$ cat src/rtl/lbrot_iter.sv
// lbrot_iter: multi-cycle left rotator, one shift-amount bit resolved per clock
// behind valid/ready handshakes on both sides.
module lbrot_iter #(
  parameter int WIDTH = 8
) (
  input  logic                       clk,
  input  logic                       rst_n,
  input  logic                       in_valid_i,
  output logic                       in_ready_o,
  input  logic [WIDTH-1:0]           data_in_i,
  input  logic [$clog2(WIDTH)-1:0]   shift_amt_i,
  output logic                       out_valid_o,
  input  logic                       out_ready_i,
  output logic [WIDTH-1:0]           data_out_o,
  output logic                       busy_o
);
  localparam int LOG2 = $clog2(WIDTH);
  localparam logic [LOG2-1:0] LAST = LOG2'(LOG2 - 1);
  if (WIDTH < 2 || (WIDTH & (WIDTH - 1)) != 0) begin : g_bad_width
    $error("lbrot_iter: WIDTH must be a power of two and >= 2");
  end
  typedef enum logic [1:0] {IDLE, SHIFT, DONE} state_t;
  state_t             state_q;
  logic [WIDTH-1:0]   data_q, data_d;
  logic [LOG2-1:0]    amt_q, cnt_q;
  logic               in_ready_q, out_valid_q, busy_q;
  logic [2*WIDTH-1:0] dbl;
  // amt_q is consumed LSB-first, so amt_q[0] always holds the bit for stage cnt_q
  always_comb begin
    dbl    = {data_q, data_q} << (1 << cnt_q);
    data_d = amt_q[0] ? dbl[2*WIDTH-1:WIDTH] : data_q;
  end
  always_ff @(posedge clk or negedge rst_n) begin
    if (!rst_n) begin
      state_q     <= IDLE;
      data_q      <= '0;
      amt_q       <= '0;
      cnt_q       <= '0;
      in_ready_q  <= 1'b1;
      out_valid_q <= 1'b0;
      busy_q      <= 1'b0;
    end else begin
      case (state_q)
        IDLE: if (in_valid_i) begin
          data_q     <= data_in_i;
          amt_q      <= shift_amt_i;
          cnt_q      <= '0;
          state_q    <= SHIFT;
          in_ready_q <= 1'b0;
          busy_q     <= 1'b1;
        end
        SHIFT: begin
          data_q <= data_d;
          amt_q  <= amt_q >> 1;
          cnt_q  <= cnt_q + LOG2'(1);
          if (cnt_q == LAST) begin
            state_q     <= DONE;
            out_valid_q <= 1'b1;
          end
        end
        DONE: if (out_ready_i) begin
          state_q     <= IDLE;
          out_valid_q <= 1'b0;
          busy_q      <= 1'b0;
          in_ready_q  <= 1'b1;
        end
        default: state_q <= IDLE;
      endcase
    end
  end
  assign in_ready_o  = in_ready_q;
  assign out_valid_o = out_valid_q;
  assign busy_o      = busy_q;
  assign data_out_o  = data_q;
endmodule

$ cat config.mk
export PLATFORM = sky130hd
export DESIGN_NAME = lbrot_iter
export DESIGN_NICKNAME = d
export VERILOG_FILES = /design/src/rtl/lbrot_iter.sv
export SDC_FILE = /design/constraint.sdc
export NUM_CORES = 1
export LEC_CHECK = 0
export BUFFER_PORTS_ARGS = -buffer_cell sky130_fd_sc_hd__buf_4
export CORE_UTILIZATION = 45
export CTS_BUF_LIST = sky130_fd_sc_hd__clkbuf_16
export CTS_CLUSTER_SIZE = 10
export DETAILED_ROUTE_END_ITERATION = 8
export GPL_TIMING_DRIVEN = 0
export PLACE_DENSITY = 0.68
export SETUP_SLACK_MARGIN = 0.4
export SLEW_MARGIN = 20
export SYNTH_ARGS = -nofsm -noshare
export SYNTH_HDL_FRONTEND = slang
export SYNTH_SLANG_ARGS = --single-unit
$ cat constraint.sdc
create_clock -name clk -period 2.5 [get_ports clk]
set_input_delay 0.25 -clock clk [delete_from_list [all_inputs] [get_ports clk]]
set_output_delay 0.25 -clock clk [all_outputs]
set_load 0.005 [all_outputs]
# Yosys cells after proc, flatten, opt, wreduce, memory -nomap -nowiden
# Cells that the tools add are included.
dict set report word_totals {
  reg_bits 19
  latchBits 0
  ram_bits 0
  rom_bits 0
  out_inout_bits 11
  mem_count 0
}
dict set report classes {
  add_sub_neg 1
  mul 0
  div 0
  n_lt_le_gt_ge 0
  n_eq_ne 7
  shifts 2
  muxes 19
  n_bitwise 0
  n_reduce_logical 9
}
# cell n
set ops {}
lappend ops {{left shift 1 x 3 -> 32 bit (first input constant)} 1}
lappend ops {{left shift 16 x 32 -> 16 bit} 1}
lappend ops {{two-way mux 8 bit} 2}
lappend ops {{case mux 8 bit (2 select lines)} 1}
lappend ops {{case mux 3 bit (2 select lines)} 2}
lappend ops {{AND reduction 3 bit} 4}
lappend ops {{inequality test 2 bit (second input constant)} 4}
lappend ops {{two-way mux 2 bit} 3}
lappend ops {{two-way mux 3 bit} 2}
lappend ops {{case mux 1 bit (2 select lines)} 3}
lappend ops {{case mux 2 bit (3 select lines)} 1}
lappend ops {{nonzero test 2 bit} 3}
lappend ops {{two-way mux 1 bit} 5}
lappend ops {{adder 3 x 1 -> 3 bit (second input constant)} 1}
lappend ops {{== test 3 x 2 -> 1 bit (second input constant)} 1}
lappend ops {{== test 2 x 1 -> 1 bit (second input constant)} 1}
lappend ops {{== test 2 bit (second input constant)} 1}
lappend ops {{zero test 2 bit} 1}
lappend ops {{AND reduction 2 bit} 1}

# Depth between registers and ports, before layout
# Gate-level depths: netlist of run 1.
dict set report depth {
  ltp_word 4
  depth_mapped 8
  depth_no_buf 7
}

# Least setup slack after synthesis of run 1
# OpenSTA, ideal clock, no wires.
dict set report synth_timing {
  path_kind {reg2reg}
  start {reg cnt_q[0]}
  end {reg data_q[3], in the netlist data_out_o[3]}
  setup_ns 0.082
  arrival_ns 1.832
  t_required_ns 2.418
  path_slack_ns 0.585
  path_stages_with_launch 8
  cell_sequence {dfrtp_1 ha_1 ha_1 nor4b_4 a22o_1 a2bb2oi_2 a22oi_1 o22ai_1}
}
dict set report synth_between {
  elab_chain_cells 4
}
# item line
set synth_lines {}
lappend synth_lines {{start: declaration} 25} ;# logic [LOG2-1:0] amt_q, cnt_q;
lappend synth_lines {{start signal: assignment} 55} ;# cnt_q <= cnt_q + LOG2'(1);
lappend synth_lines {{left shift 1 x 3 -> 32 bit} 30} ;# dbl = {data_q, data_q} << (1 << cnt_q);
lappend synth_lines {{left shift 16 x 32 -> 16 bit} 30}
lappend synth_lines {{two-way mux 8 bit} 31} ;# data_d = amt_q[0] ? dbl[2*WIDTH-1:WIDTH] : data_q;
lappend synth_lines {{case mux 8 bit (2 select lines)} 43} ;# case (state_q)
lappend synth_lines {{end signal: assignment} 45} ;# data_q <= data_in_i;
lappend synth_lines {{end signal: assignment} 53} ;# data_q <= data_d;
lappend synth_lines {{end: declaration} 24} ;# logic [WIDTH-1:0] data_q, data_d;
# No other way between the ends. The select of a mux whose other input is x is not followed.
# A chain may end at the register's enable or synchronous reset.

# Final worst setup path of run 1
dict set report layout_timing {
  start {reg cnt_q[2]}
  end {reg data_q[6], in the netlist data_out_o[6]}
}
# Same word-level chain as after synthesis.

==> results.txt, run 1 <==
Setup repair after global routing could not meet its margin everywhere. The number of DRC markers after the initial detailed-route iteration came out at 96. The number of global-route vias before repair is around 1400. From synthesis to final layout, the design area changed by 27.8%. The run finished, with violations left. The post-place setup slack is around 0.32 ns. Clock-pin slew was measured on the worst setup and hold paths at roughly 0.06 ns.

The synthesized design contains 19 register bits. The maximum number of pins on one net before global-route repair is 20. The clock latency on the worst-skew pair is 0.25 ns. The overall die height came out at 58.1 um. The total of endpoints with negative setup slack in the final report came out at 0. The count of cells along the worst register-to-register path is 8. The layout cell share with drive strength beyond 1 is 0.252.

The data arrival time of the critical path is 2.19 ns. The slowest cell on the critical path is sky130_fd_sc_hd__dfrtp_1. In this run the critical register-to-register path is launched from cnt_q[2]. The worst path required time is 2.67 ns. The number of standard-cell rows in the floorplan is 19.

Summing over every cut layer, the via total after detailed routing is 1515. The share of synthesized area in the top cell type comes to 0.319. The maximum fanout along the worst path came out at 10. The share of the Yosys chip area taken by registers is 0.337. The cell depth of the worst hold path is 2. The worst vdd rail ir drop came out at 652 uV. The total detailed-routing wirelength is 4.10 mm. The total overflow left after global routing is 0. The async set-reset flop share out of synthesis is 1.00. By instance count, the cell type seen most on the critical path is sky130_fd_sc_hd__mux2i_1. The post-route clock period utilization came out at 0.807. The net count of the finished layout is ~220.

The total standard cell area after synthesis is around 0.0014 sq mm. The library cells used most frequently in the layout, excluding fill and tap cells, are sky130_fd_sc_hd__buf_4 (26), sky130_fd_sc_hd__nand2_1 (20), sky130_fd_sc_hd__a21oi_1 (18), sky130_fd_sc_hd__o21ai_0 (17), sky130_fd_sc_hd__dfrtp_1 (17). The worst setup path is captured at a flop.

The number of levels the H-tree was split into came out at 1. The count of cells in the finished layout, fillers not included, comes to 244. The global-route track usage on met3 is 0.0379. The number of vias per cell after detailed routing came out at 6.21. The number of enable-type register cells in the synthesized netlist is 0. The die area is 0.00337 sq mm.

The unique cell type count in the Yosys netlist is 36. The estimated wirelength of the detail-placed design is between 2 and 3 mm. The number of nets in the synthesized netlist came out at 192. The final count of hold timing violations came out at 0. The master cell of the clock root buffer is sky130_fd_sc_hd__clkbuf_16. Leaving out fill and tap cells, the most frequent cell in the layout is sky130_fd_sc_hd__buf_4. Synthesis produced a netlist whose cell count is between 150 and 200.

The power consumption came out at between 2 and 3 mW. The layout filler cell count is 253. The checks that failed: DRC. The total CTS buffers came out at 3.

The count of buffers inserted at the top-level ports came out at 25. Hold timing on the final database bottoms out at a slack of 0.184 ns. The average instance in the mapped netlist occupies about 8.3 sq um.

The number of instances in the placed design came out at between 200 and 250. The first global-routing pass estimated 6.46 mm of wire. The kind of path behind the tightest hold check is in -> reg. The starting density of the core is 0.492. The timing endpoint of the critical path is data_out_o[6]. The relative max-transition margin came out at 0.531. The setup path with the least slack is of type reg -> reg. The highest achievable clock rate came out at 495 MHz. The met1 track demand over resource in global routing is 0.321. STA classifies the critical path startpoint as a flop. The post-layout minimum cycle time is 2.02 ns. The final count of pins violating max slew is 0.

The final cell area excluding filler cells came out at 0.00181 sq mm. The library cell with the largest summed area after synthesis is sky130_fd_sc_hd__dfrtp_1. The last weighted congestion value of the routability-driven placer is 0.890.

The placeable core region is 0.00288 sq mm. The family with the most delay on the worst path is compound AO/OA/AOI/OAI gates. Walking the worst path, the cells encountered are buf_4 -> inv_1 -> ha_1 -> nor2b_1 -> mux2i_1 -> o31ai_1 -> mux2i_1 -> o22ai_1. The number of detailed-route iterations in the first pass came out at 6. Pin placement for this block handled 26 I/O pins.

For this run, the share of the core covered by cells in the final layout is 0.628. Ranked by total cell area, the synthesized netlist is headed by sky130_fd_sc_hd__dfrtp_1 (32%), sky130_fd_sc_hd__a21oi_1 (6.4%), sky130_fd_sc_hd__o21ai_0 (6.0%), sky130_fd_sc_hd__ha_1 (5.3%), sky130_fd_sc_hd__nand2_1 (5.3%). The static leakage is 0.762 nW.

The CTS tree is done. The maximum number of buffers from clock root to sink came out at 2. Power spread over the standard cell area amounts to 1500 mW/mm^2. In the global route stage, overall resource usage came out at 0.257. The setup TNS is 0 ns. Across all register-to-register paths, the minimum setup slack is between 0.4 and 0.5 ns. Summing all placed instances gives a cell area of 0.00165 sq mm. Summing all multi-input logic gate instances after layout gives about 920 sq um.

The number of antenna violations at the first check in global routing is 0. In this run the critical register-to-register path is captured at data_out_o[6]. On the worst path, the slowest cell contributes a delay of ~0.40 ns. The clock sink count is 19. The actual slew at the worst max-slew pin came out at 0.704 ns. The max-capacitance violation count came out at 0. The critical path starts at cnt_q[2]. In this run the horizontal extent of the chip is 58.1 um. The logic depth of the worst setup path including buffers came out at 8. Setup slack on the critical path of the routed design comes to 0.481 ns. In this run the most used layer during global routing was met2. In the final layout, flip-flops and latches occupy 478 sq um. The primary flip-flop cell chosen by synthesis mapping is sky130_fd_sc_hd__dfrtp_1. After detailed routing, the number of remaining DRC violations is 1. The Yosys warning count came out at 0. The met2 demand-to-capacity share in global routing came out at 0.433.

The combined buffer and inverter count along the critical path came out at 2. The worst clock skew came out at 0.00150 ns. The count of antenna-violating nets left after detailed routing is 0.

Dividing the detail-routed wire length by the instance count gives 16.8 um. The antenna diode instance count is 0.
==> per-layer routing <==
layer	part of all wire	routed length, um	vias up
li1	-	-	697
met1	0.44	1800	736
met2	0.49	1990	75
met3	0.059	241	7
met4	0.017	70	0
met5	0	0	-
==> power breakdown <==
| group | internal [mW] | switching, mW | leakage [nW] |
|---|---|---|---|
| Sequential | 0.443 | 0.160 | 0.222 |
| Clock | 0.213 | 0.119 | 0.0423 |
| Combinational | 0.767 | 1.00 | 0.498 |
==> worst min path at each step <==
stage	from	end
2_1_floorplan	rst_n	amt_q[0]
4_1_cts	out_ready_i	state_q[1]
3_5_place_dp	rst_n	cnt_q[0]
3_3_place_gp	rst_n	cnt_q[0]
6_report	out_ready_i	state_q[1]
5_1_grt	out_ready_i	state_q[1]
==> cells by family (layout without fill, tap and decap cells) <==
| group | after synthesis | after routing | synth area share |
|---|---|---|---|
| compound gates | 70 | 70 | 0.310 |
| simple gates | 54 | 54 | 0.193 |
| flops | 19 | 19 | 0.337 |
| buf+inv | 14 | 45 | 0.0460 |
| mux | 8 | 8 | 0.0611 |
| fa+ha+maj | 6 | 6 | 0.0531 |
==> cells in the mapped netlist, drive strengths merged, types with 5 or more instances <==
library cell and instances:
o21ai 19, ha 6, dfrtp 18, nor2 11
nand2 20, inv 6, a22oi 7, a31oi 5
a21oi 18, nand3 7, nor2b 8, mux2 5
==> area by class of cell <==
type / instances / area share
Multi-Input combinational cell: 138 / 0.507
Timing Repair Buffer: 27 / 0.116
Clock inverter: 1 / 0.00208
Sequential cell: 19 / 0.265
Inverter: 6 / 0.0125
Tap cell: 42 / 0.0291
Clock buffer: 3 / 0.0416
Buffer: 8 / 0.0277
==> what timing repair did <==
item | in CTS | in global routing
pin swaps | 1 | 2
endpoints found under the hold margin | 18 | 0
gates cloned | 0 | 0
gates resized for setup | 1 | 14
hold buffers | 1 | 0
buffers inserted | 1 | 0
endpoints found under the setup margin | 7 | 7
==> registers in the layout (all words and copies together) (netlist names) <==
register     flops
data_out_o       8
amt_q            3
cnt_q            3
state_q          2
busy_o           1
in_ready_o       1
out_valid_o      1
(Power assumes the default switching activity.)
==> run 2: changes to the inputs <==
Clock period 2.5 ns to 2 ns, I/O delays scaled along.
==> run 2 against run 1 <==
The flow still finishes with violations (DRC). Sequential cell count unchanged. Count of clock-buffer cells in the layout unchanged. Sequential share of layout area decreased by 2.3 points. Worst setup slack got worse by 0.44 ns. Clock power increased by 30%. Register-to-register slack got worse by 0.44 ns. Maximum frequency increased by 2.9%.
==> results.txt, run 2 (synthesis results as in run 1) <==
The startpoint of the lowest-slack hold path was out_ready_i (unchanged). The overall overflow remaining after global route is 0 (unchanged). The number of detailed-route iterations in the first pass is 8 (was 6). The flip-flop count of the largest register, all copies and words added is 8 (unchanged). The part of the total power dissipated in combinational logic was 0.680 (was 0.654). The leading cell type in the layout, fill and taps excluded was sky130_fd_sc_hd__buf_4 (unchanged). The count of buffers inserted at the top-level ports is 25 (unchanged).

The number of global-route vias before repair came to 1465 (was 1433). The number of DRC markers after the initial detailed-route iteration is 105 (was 96). The area growth from synthesis to layout came out at 39.7% (was 27.8%).

Result of the run: finished, violations left (unchanged). The switching fraction of total power came to 0.469 (was 0.474). The kind of path behind the tightest hold check is in -> reg (unchanged).

The starting density of the core came out at 0.492 (unchanged). The overall die height is 58.1 um (unchanged). The master cell of the clock root buffer is sky130_fd_sc_hd__clkbuf_16 (unchanged). The total global routing track utilization came out at 0.275 (was 0.257). The total of endpoints with negative setup slack in the final report is 0 (unchanged). The first-pass GRT wire length came to 6.91 mm (was 6.46 mm). The maximum fanout along the worst path is 6 (was 10). The number of levels the H-tree was split into is 1 (unchanged). The layout filler cell count came out at 215 (was 253). The count of antenna-violating nets left after detailed routing came out at 0 (unchanged). The estimated wirelength of the detail-placed design came out at 3.12 mm (was 2.94 mm). The final count of hold timing violations came to 0 (unchanged). The antenna diode instance count is 0 (unchanged). The total detailed-routing wirelength is 4.51 mm (was 4.10 mm). The worst clock skew is 0.00423 ns (was 0.00150 ns). The final layout net count is 234 (was 224). The power per cell area came out at 1910 mW/mm^2 (was 1500 mW/mm^2). Critical path, cell by cell: inv_4 -> ha_4 -> buf_6 -> mux2_4 -> a32oi_2 -> o31ai_2 -> mux2i_1 -> o22ai_1 (was buf_4 -> inv_1 -> ha_1 -> nor2b_1 -> mux2i_1 -> o31ai_1 -> mux2i_1 -> o22ai_1). The final count of pins violating max slew is 0 (unchanged). The cell depth of the worst hold path came to 2 (unchanged). The actual slew at the worst max-slew pin came out at 0.517 ns (was 0.704 ns). Commonest cells after routing, fill and taps aside: sky130_fd_sc_hd__buf_4 (35), sky130_fd_sc_hd__nand2_1 (20), sky130_fd_sc_hd__o21ai_0 (17), sky130_fd_sc_hd__a21oi_1 (17), sky130_fd_sc_hd__dfrtp_1 (17) (was sky130_fd_sc_hd__buf_4 (26), sky130_fd_sc_hd__nand2_1 (20), sky130_fd_sc_hd__a21oi_1 (18), sky130_fd_sc_hd__o21ai_0 (17), sky130_fd_sc_hd__dfrtp_1 (17)).

The via total after detailed routing is 1567 (was 1515). The utilization after layout is 0.687 (was 0.628). The stage delay of the slowest cell on the critical path is 0.46 ns (was 0.40 ns).

The launching element type of the critical path was a flop (unchanged). The data arrival time of the critical path came out at 2.10 ns (was 2.19 ns). The number of vias per cell after detailed routing was 6.17 (was 6.21). The clock power share came out at 0.114 (was 0.123).

The width of the die came out at 58.1 um (unchanged). The highest achievable clock rate came out at 510 MHz (was 495 MHz). The critical setup path kind is reg -> reg (unchanged). The post-layout minimum cycle time is 1.96 ns (was 2.02 ns).

The clock latency on the worst-skew pair came out at 0.26 ns (was 0.25 ns). The clock sink count came out at 19 (unchanged). The die area is 0.00337 sq mm (unchanged). The number of antenna violations at the first check in global routing came to 0 (unchanged). The layout cell share with drive strength beyond 1 came out at 0.358 (was 0.252). The static leakage is 0.833 nW (was 0.762 nW). The startpoint of the lowest-slack register-to-register path is cnt_q[0] (was cnt_q[2]). The slack of the worst reg-to-reg path is 0.04 ns (was 0.48 ns). The worst reg2reg path endpoint was data_out_o[6] (unchanged).

The remaining routing DRC violations is 2 (was 1). The clock slew at the register clock pins of the worst setup and hold paths came out at 0.06 ns (about the same). The total CTS buffers is 3 (unchanged). The max-capacitance violation count came to 0 (unchanged).

The worst min-delay path endpoint was state_q[1] (unchanged). The final cell area excluding filler cells is 0.00198 sq mm (was 0.00181 sq mm). The worst hold-check slack is 0.132 ns (was 0.184 ns).

The post-route clock period utilization is 0.981 (was 0.807). Failing checks: DRC (unchanged). The maximum number of buffers from clock root to sink came to 2 (unchanged). The count of cells along the worst register-to-register path came out at 8 (unchanged).

The share of total power in sequential cells is 0.206 (was 0.223). The number of standard-cell rows in the floorplan is 19 (unchanged). The net load switching power came to 1.77 mW (was 1.28 mW). The worst path required time is 2.14 ns (was 2.67 ns). The last weighted congestion value of the routability-driven placer was 0.896 (was 0.890).

Setup repair after global routing missed its margin: yes (unchanged). The worst vdd rail ir drop came out at 916 uV (was 652 uV). The placeable core region is 0.00288 sq mm (unchanged). The placed standard-cell area is 0.00169 sq mm (was 0.00165 sq mm). The endpoint type of the worst setup path is a flop (unchanged). The internal power consumption came to 2.00 mW (was 1.42 mW).

The CTS tree is done (unchanged). The top-level port count came out at 26 (unchanged). The maximum number of pins on one net before global-route repair came out at 20 (unchanged). The detailed-route wire length per cell is 17.7 um (was 16.8 um). The slowest cell on the critical path is sky130_fd_sc_hd__dfrtp_2 (was sky130_fd_sc_hd__dfrtp_1). The relative max-transition margin is 0.652 (was 0.531).
## run 2: cell count changes in the layout (fill, tap and decap cells not counted), moves of 2 or more
cell,before,now
sky130_fd_sc_hd__mux2_2,5,3
sky130_fd_sc_hd__ha_4,2,4
sky130_fd_sc_hd__ha_1,3,0
sky130_fd_sc_hd__buf_4,26,35
sky130_fd_sc_hd__mux2_4,0,2
sky130_fd_sc_hd__a22oi_1,7,4
sky130_fd_sc_hd__a22oi_2,0,3
## run 2: worst max-delay path by stage
stage | start | end | slack [ns] | cells past startpoint
global placement | cnt_q[0] | data_out_o[3] | -0.05 | 7
detailed placement | cnt_q[0] | data_out_o[3] | -0.06 | 7
finish | cnt_q[0] | data_out_o[6] | 0.04 | 8
global route | cnt_q[0] | data_out_o[6] | -0.04 | 8
CTS | cnt_q[0] | data_out_o[2] | 0.05 | 8
floorplan | cnt_q[1] | data_out_o[3] | 0.22 | 7
## run 2: routing by layer
metal | track usage | routed length, um
met1 | 0.366 | 1810
met2 | 0.440 | 2150
met3 | 0.0402 | 432
met4 | 0.126 | 115
met5 | 0 | 0
## run 2: final cells by class
cell class / count / area [sq um] / share of cell area
buffer: 8 / 55.1 / 0.0279
clock buffer: 3 / 75.1 / 0.0380
clock inverter: 1 / 5.00 / 0.00253
inverter: 6 / 25.0 / 0.0127
multi-input combinational: 138 / 1000 / 0.507
sequential: 19 / 478 / 0.242
tap: 42 / 52.6 / 0.0266
timing repair buffer: 37 / 284 / 0.144
## run 2: timing repair
item                                    4_1_cts  5_1_grt
endpoints found under the setup margin        8        9
buffers inserted                              7        4
hold endpoints to repair                     18        0
gates resized for setup                      13       16
hold buffers                                  1        0
pin swaps                                    14       11
cloned                                        0        0
## run 2: power groups by stage
stage | clock [mW] | combinational (mW) | sequential (mW)
5_1_grt | 0.446 | 2.77 | 0.793
3_3_place_gp | 0 | 2.09 | 0.741
4_1_cts | 0.428 | 2.28 | 0.760
6_report | 0.430 | 2.56 | 0.778
2_1_floorplan | 0 | 1.52 | 0.702
3_5_place_dp | 0 | 2.09 | 0.751
## run 2: critical path, delay by kind of cell, from the launching register on
family / cells / cell delay (ns)
muxes: 2 / 0.54
adders and majority gates: 1 / 0.17
buffers and inverters: 2 / 0.23
AOI/OAI and AO/OA: 3 / 0.45
DFF: 1 / 0.46
## run 2: through the flow
| step | setup TNS, ns | cells | setup WS [ns] | total power, mW |
|---|---|---|---|---|
| 2_1_floorplan | 0 | 171 | 0.216 | 2.23 |
| 3_3_place_gp | -0.0671 | 238 | -0.0479 | 2.83 |
| 3_5_place_dp | -0.0944 | 238 | -0.0552 | 2.85 |
| 4_1_cts | 0 | 250 | 0.0518 | 3.47 |
| 5_1_grt | -0.0414 | 254 | -0.0414 | 4.01 |
| 6_report | 0 | 254 | 0.0382 | 3.77 |
==> run 3: changes to the inputs <==
Settings changed: SETUP_SLACK_MARGIN 0.4 to 0.2.
==> run 3 against run 2 <==
The run still ends with DRC left. Sequential share of layout area shrank 0.23 points. Via count shrank 1.0%. Non-clock buffer count grew 4. Combinational power grew 5%. Die area is the same. First-iteration DRC count grew 0.95%. Critical path depth is the same. Maximum frequency shrank 1.3%. Count of clock-buffer cells in the layout is the same. Sequential cell count is the same. Clock power shrank 1%. Largest cell class unchanged. Highest routed layer unchanged.
==> results.txt, run 3 (synthesis results as in run 1) <==
The startpoint of the lowest-slack register-to-register path was cnt_q[1] (was cnt_q[0]). The placeable core region is 0.00288 sq mm (unchanged). The number of DRC markers after the initial detailed-route iteration was 106 (was 105).

The worst setup margin is 0.0132 ns (was 0.0382 ns). The worst clock skew is 0.00410 ns (was 0.00423 ns). The static leakage came out at 0.850 nW (was 0.833 nW). The CTS tree was done (unchanged). The detailed-route wire length per cell came to 17.5 um (was 17.7 um). The leading cell type in the layout, fill and taps excluded is sky130_fd_sc_hd__buf_4 (unchanged). The startpoint of the lowest-slack hold path is out_ready_i (unchanged). The power per cell area is 1940 mW/mm^2 (was 1910 mW/mm^2). Failing checks: DRC (unchanged). The number of vias per cell after detailed routing was 6.01 (was 6.17). The family with the most delay on the worst path is multiplexers (unchanged).

The antenna diode instance count came to 0 (unchanged). The clock latency on the worst-skew pair came out at 0.26 ns (about the same). The stage delay of the slowest cell on the critical path is 0.44 ns (was 0.46 ns). The total of endpoints with negative setup slack in the final report is 0 (unchanged). The clock power share is 0.110 (was 0.114).

The layout cell share with drive strength beyond 1 came to 0.361 (was 0.358). The layout filler cell count was 236 (was 215). The worst path required time was 2.13 ns (was 2.14 ns). The share of total power in sequential cells is 0.198 (was 0.206). The maximum number of pins on one net before global-route repair is 20 (unchanged). The kind of path behind the tightest hold check was in -> reg (unchanged). The worst vdd rail ir drop came out at 1010 uV (was 916 uV). The part of the total power dissipated in combinational logic came out at 0.692 (was 0.680).

The count of antenna-violating nets left after detailed routing is 0 (unchanged). The clock slew at the register clock pins of the worst setup and hold paths is 0.06 ns (about the same). The worst setup path startpoint is cnt_q[1] (was cnt_q[0]). The flip-flop count of the largest register, all copies and words added came out at 8 (unchanged). The overall die height came out at 58.1 um (unchanged).

The via total after detailed routing came out at 1551 (was 1567). The number of standard-cell rows in the floorplan came to 19 (unchanged). The highest achievable clock rate is 503 MHz (was 510 MHz). The overall overflow remaining after global route is 0 (unchanged). Critical path, cell by cell: inv_2 -> ha_4 -> buf_8 -> mux2_4 -> a32oi_2 -> o31ai_2 -> mux2i_1 -> o22ai_1 (was inv_4 -> ha_4 -> buf_6 -> mux2_4 -> a32oi_2 -> o31ai_2 -> mux2i_1 -> o22ai_1). The master cell of the clock root buffer is sky130_fd_sc_hd__clkbuf_16 (unchanged). The slowest cell on the critical path is sky130_fd_sc_hd__dfrtp_2 (unchanged).

The net load switching power came out at 1.81 mW (was 1.77 mW). The post-layout minimum cycle time came to 1.99 ns (was 1.96 ns). The number of global-route vias before repair is 1490 (was 1465).

The total CTS buffers came out at 3 (unchanged). The switching fraction of total power came out at 0.467 (was 0.469). Setup repair after global routing missed its margin: yes (unchanged). The maximum number of buffers from clock root to sink came out at 2 (unchanged). The total detailed-routing wirelength came out at 4.51 mm (about the same). The number of levels the H-tree was split into was 1 (unchanged).

The total global routing track utilization is 0.276 (was 0.275). Result of the run: finished, violations left (unchanged). The final count of hold timing violations is 0 (unchanged).

The data arrival time of the critical path was 2.12 ns (was 2.10 ns). The relative max-transition margin is 0.532 (was 0.652). The maximum fanout along the worst path was 5 (was 6). The number of detailed-route iterations in the first pass came to 7 (was 8). The post-route clock period utilization came out at 0.993 (was 0.981). The area growth from synthesis to layout is 41.4% (was 39.7%). The number of antenna violations at the first check in global routing is 0 (unchanged). The width of the die was 58.1 um (unchanged). The launching element type of the critical path was a flop (unchanged). The internal power consumption came out at 2.07 mW (was 2.00 mW).

The clock sink count is 19 (unchanged). The estimated wirelength of the detail-placed design came out at 3.00 mm (was 3.12 mm). The count of buffers inserted at the top-level ports is 25 (unchanged). The final count of pins violating max slew came out at 0 (unchanged).

The critical setup path kind was reg -> reg (unchanged). The max-capacitance violation count was 0 (unchanged). The last weighted congestion value of the routability-driven placer was 0.937 (was 0.896). Commonest cells after routing, fill and taps aside: sky130_fd_sc_hd__buf_4 (37), sky130_fd_sc_hd__nand2_1 (18), sky130_fd_sc_hd__a21oi_1 (17), sky130_fd_sc_hd__o21ai_0 (16), sky130_fd_sc_hd__dfrtp_1 (16) (was sky130_fd_sc_hd__buf_4 (35), sky130_fd_sc_hd__nand2_1 (20), sky130_fd_sc_hd__o21ai_0 (17), sky130_fd_sc_hd__a21oi_1 (17), sky130_fd_sc_hd__dfrtp_1 (17)).

The power consumption came out at 3.88 mW (was 3.77 mW). The starting density of the core is 0.492 (unchanged). The die area came out at 0.00337 sq mm (unchanged). The remaining routing DRC violations is 2 (unchanged). The first-pass GRT wire length is 6.99 mm (was 6.91 mm). The endpoint type of the worst setup path is a flop (unchanged). The actual slew at the worst max-slew pin is 0.702 ns (was 0.517 ns). The final layout net count is 238 (was 234). The post-place setup slack is -0.103 ns (was -0.0552 ns).

The combined buffer and inverter count along the critical path is 2 (unchanged). The top-level port count was 26 (unchanged).
==> run 3: changes by cell type in the layout (fill, tap and decap cells not counted), moves of 2 or more <==
| cell | delta |
|---|---|
| sky130_fd_sc_hd__nand2_2 | +2 |
| sky130_fd_sc_hd__nand2_1 | -2 |
| sky130_fd_sc_hd__a22oi_2 | -3 |
| sky130_fd_sc_hd__a22oi_1 | +3 |
| sky130_fd_sc_hd__buf_4 | +2 |
==> run 3: power groups by stage <==
stage          registers [mW]  logic (mW)  clock network (mW)
2_1_floorplan           0.697        1.49                   0
3_3_place_gp            0.736        2.04                   0
3_5_place_dp            0.744        2.06                   0
4_1_cts                 0.760        2.32               0.420
5_1_grt                 0.795        2.88               0.448
6_report                0.768        2.68               0.424
==> run 3: worst paths after layout <==
check                                      to  slack, ns  depth (start not counted)
worst min register to register       amt_q[2]       0.52                          2
max in group asynchronous          in_ready_o       1.36                          2
min in group asynchronous            cnt_q[1]       0.37                          2
worst max register to register  data_out_o[6]       0.01                          8
worst min-delay path               state_q[1]       0.13                          2
worst max-delay path            data_out_o[6]       0.01                          8
==> run 3: per-layer routing <==
layer | vias up | part of all wire | global-route usage | wire [um]
met5 | - | 0 | 0 | 0
met4 | 0 | 0.030 | 0.119 | 136
met3 | 18 | 0.051 | 0.0580 | 231
met2 | 66 | 0.48 | 0.453 | 2160
met1 | 741 | 0.44 | 0.351 | 1980
li1 | 726 | - | - | -
==> run 3: cell type report <==
type	count	area, sq um	share of cell area
sequential	19	479	0.240
multi-input combinational	138	986	0.493
tap	42	52.6	0.0263
buffer	8	57.6	0.0288
clock buffer	3	75.1	0.0375
timing repair buffer	41	322	0.161
clock inverter	1	5.00	0.00250
inverter	6	22.5	0.0113
==> run 3: through the flow <==
| stage | utilization | setup TNS, ns | cells | hold slack (ns) | instance area (sq um) |
|---|---|---|---|---|---|
| after floorplan | - | 0 | 171 | -0.0956 | 1430 |
| after global placement | 0.579 | -0.0960 | 238 | 0.0883 | 1670 |
| after detailed placement | 0.579 | -0.237 | 238 | 0.0940 | 1670 |
| after CTS | 0.658 | 0 | 252 | 0.139 | 1890 |
| after global routing | 0.695 | -0.0833 | 258 | 0.138 | 2000 |
| final | 0.695 | 0 | 258 | 0.135 | 2000 |
==> run 3: repair_timing <==
action / 4_1_cts / 5_1_grt
resized for setup: 16 / 16
endpoints found under the hold margin: 18 / 0
hold buffers: 1 / 0
setup endpoints to repair: 8 / 8
pin swaps: 11 / 11
setup buffers: 9 / 6
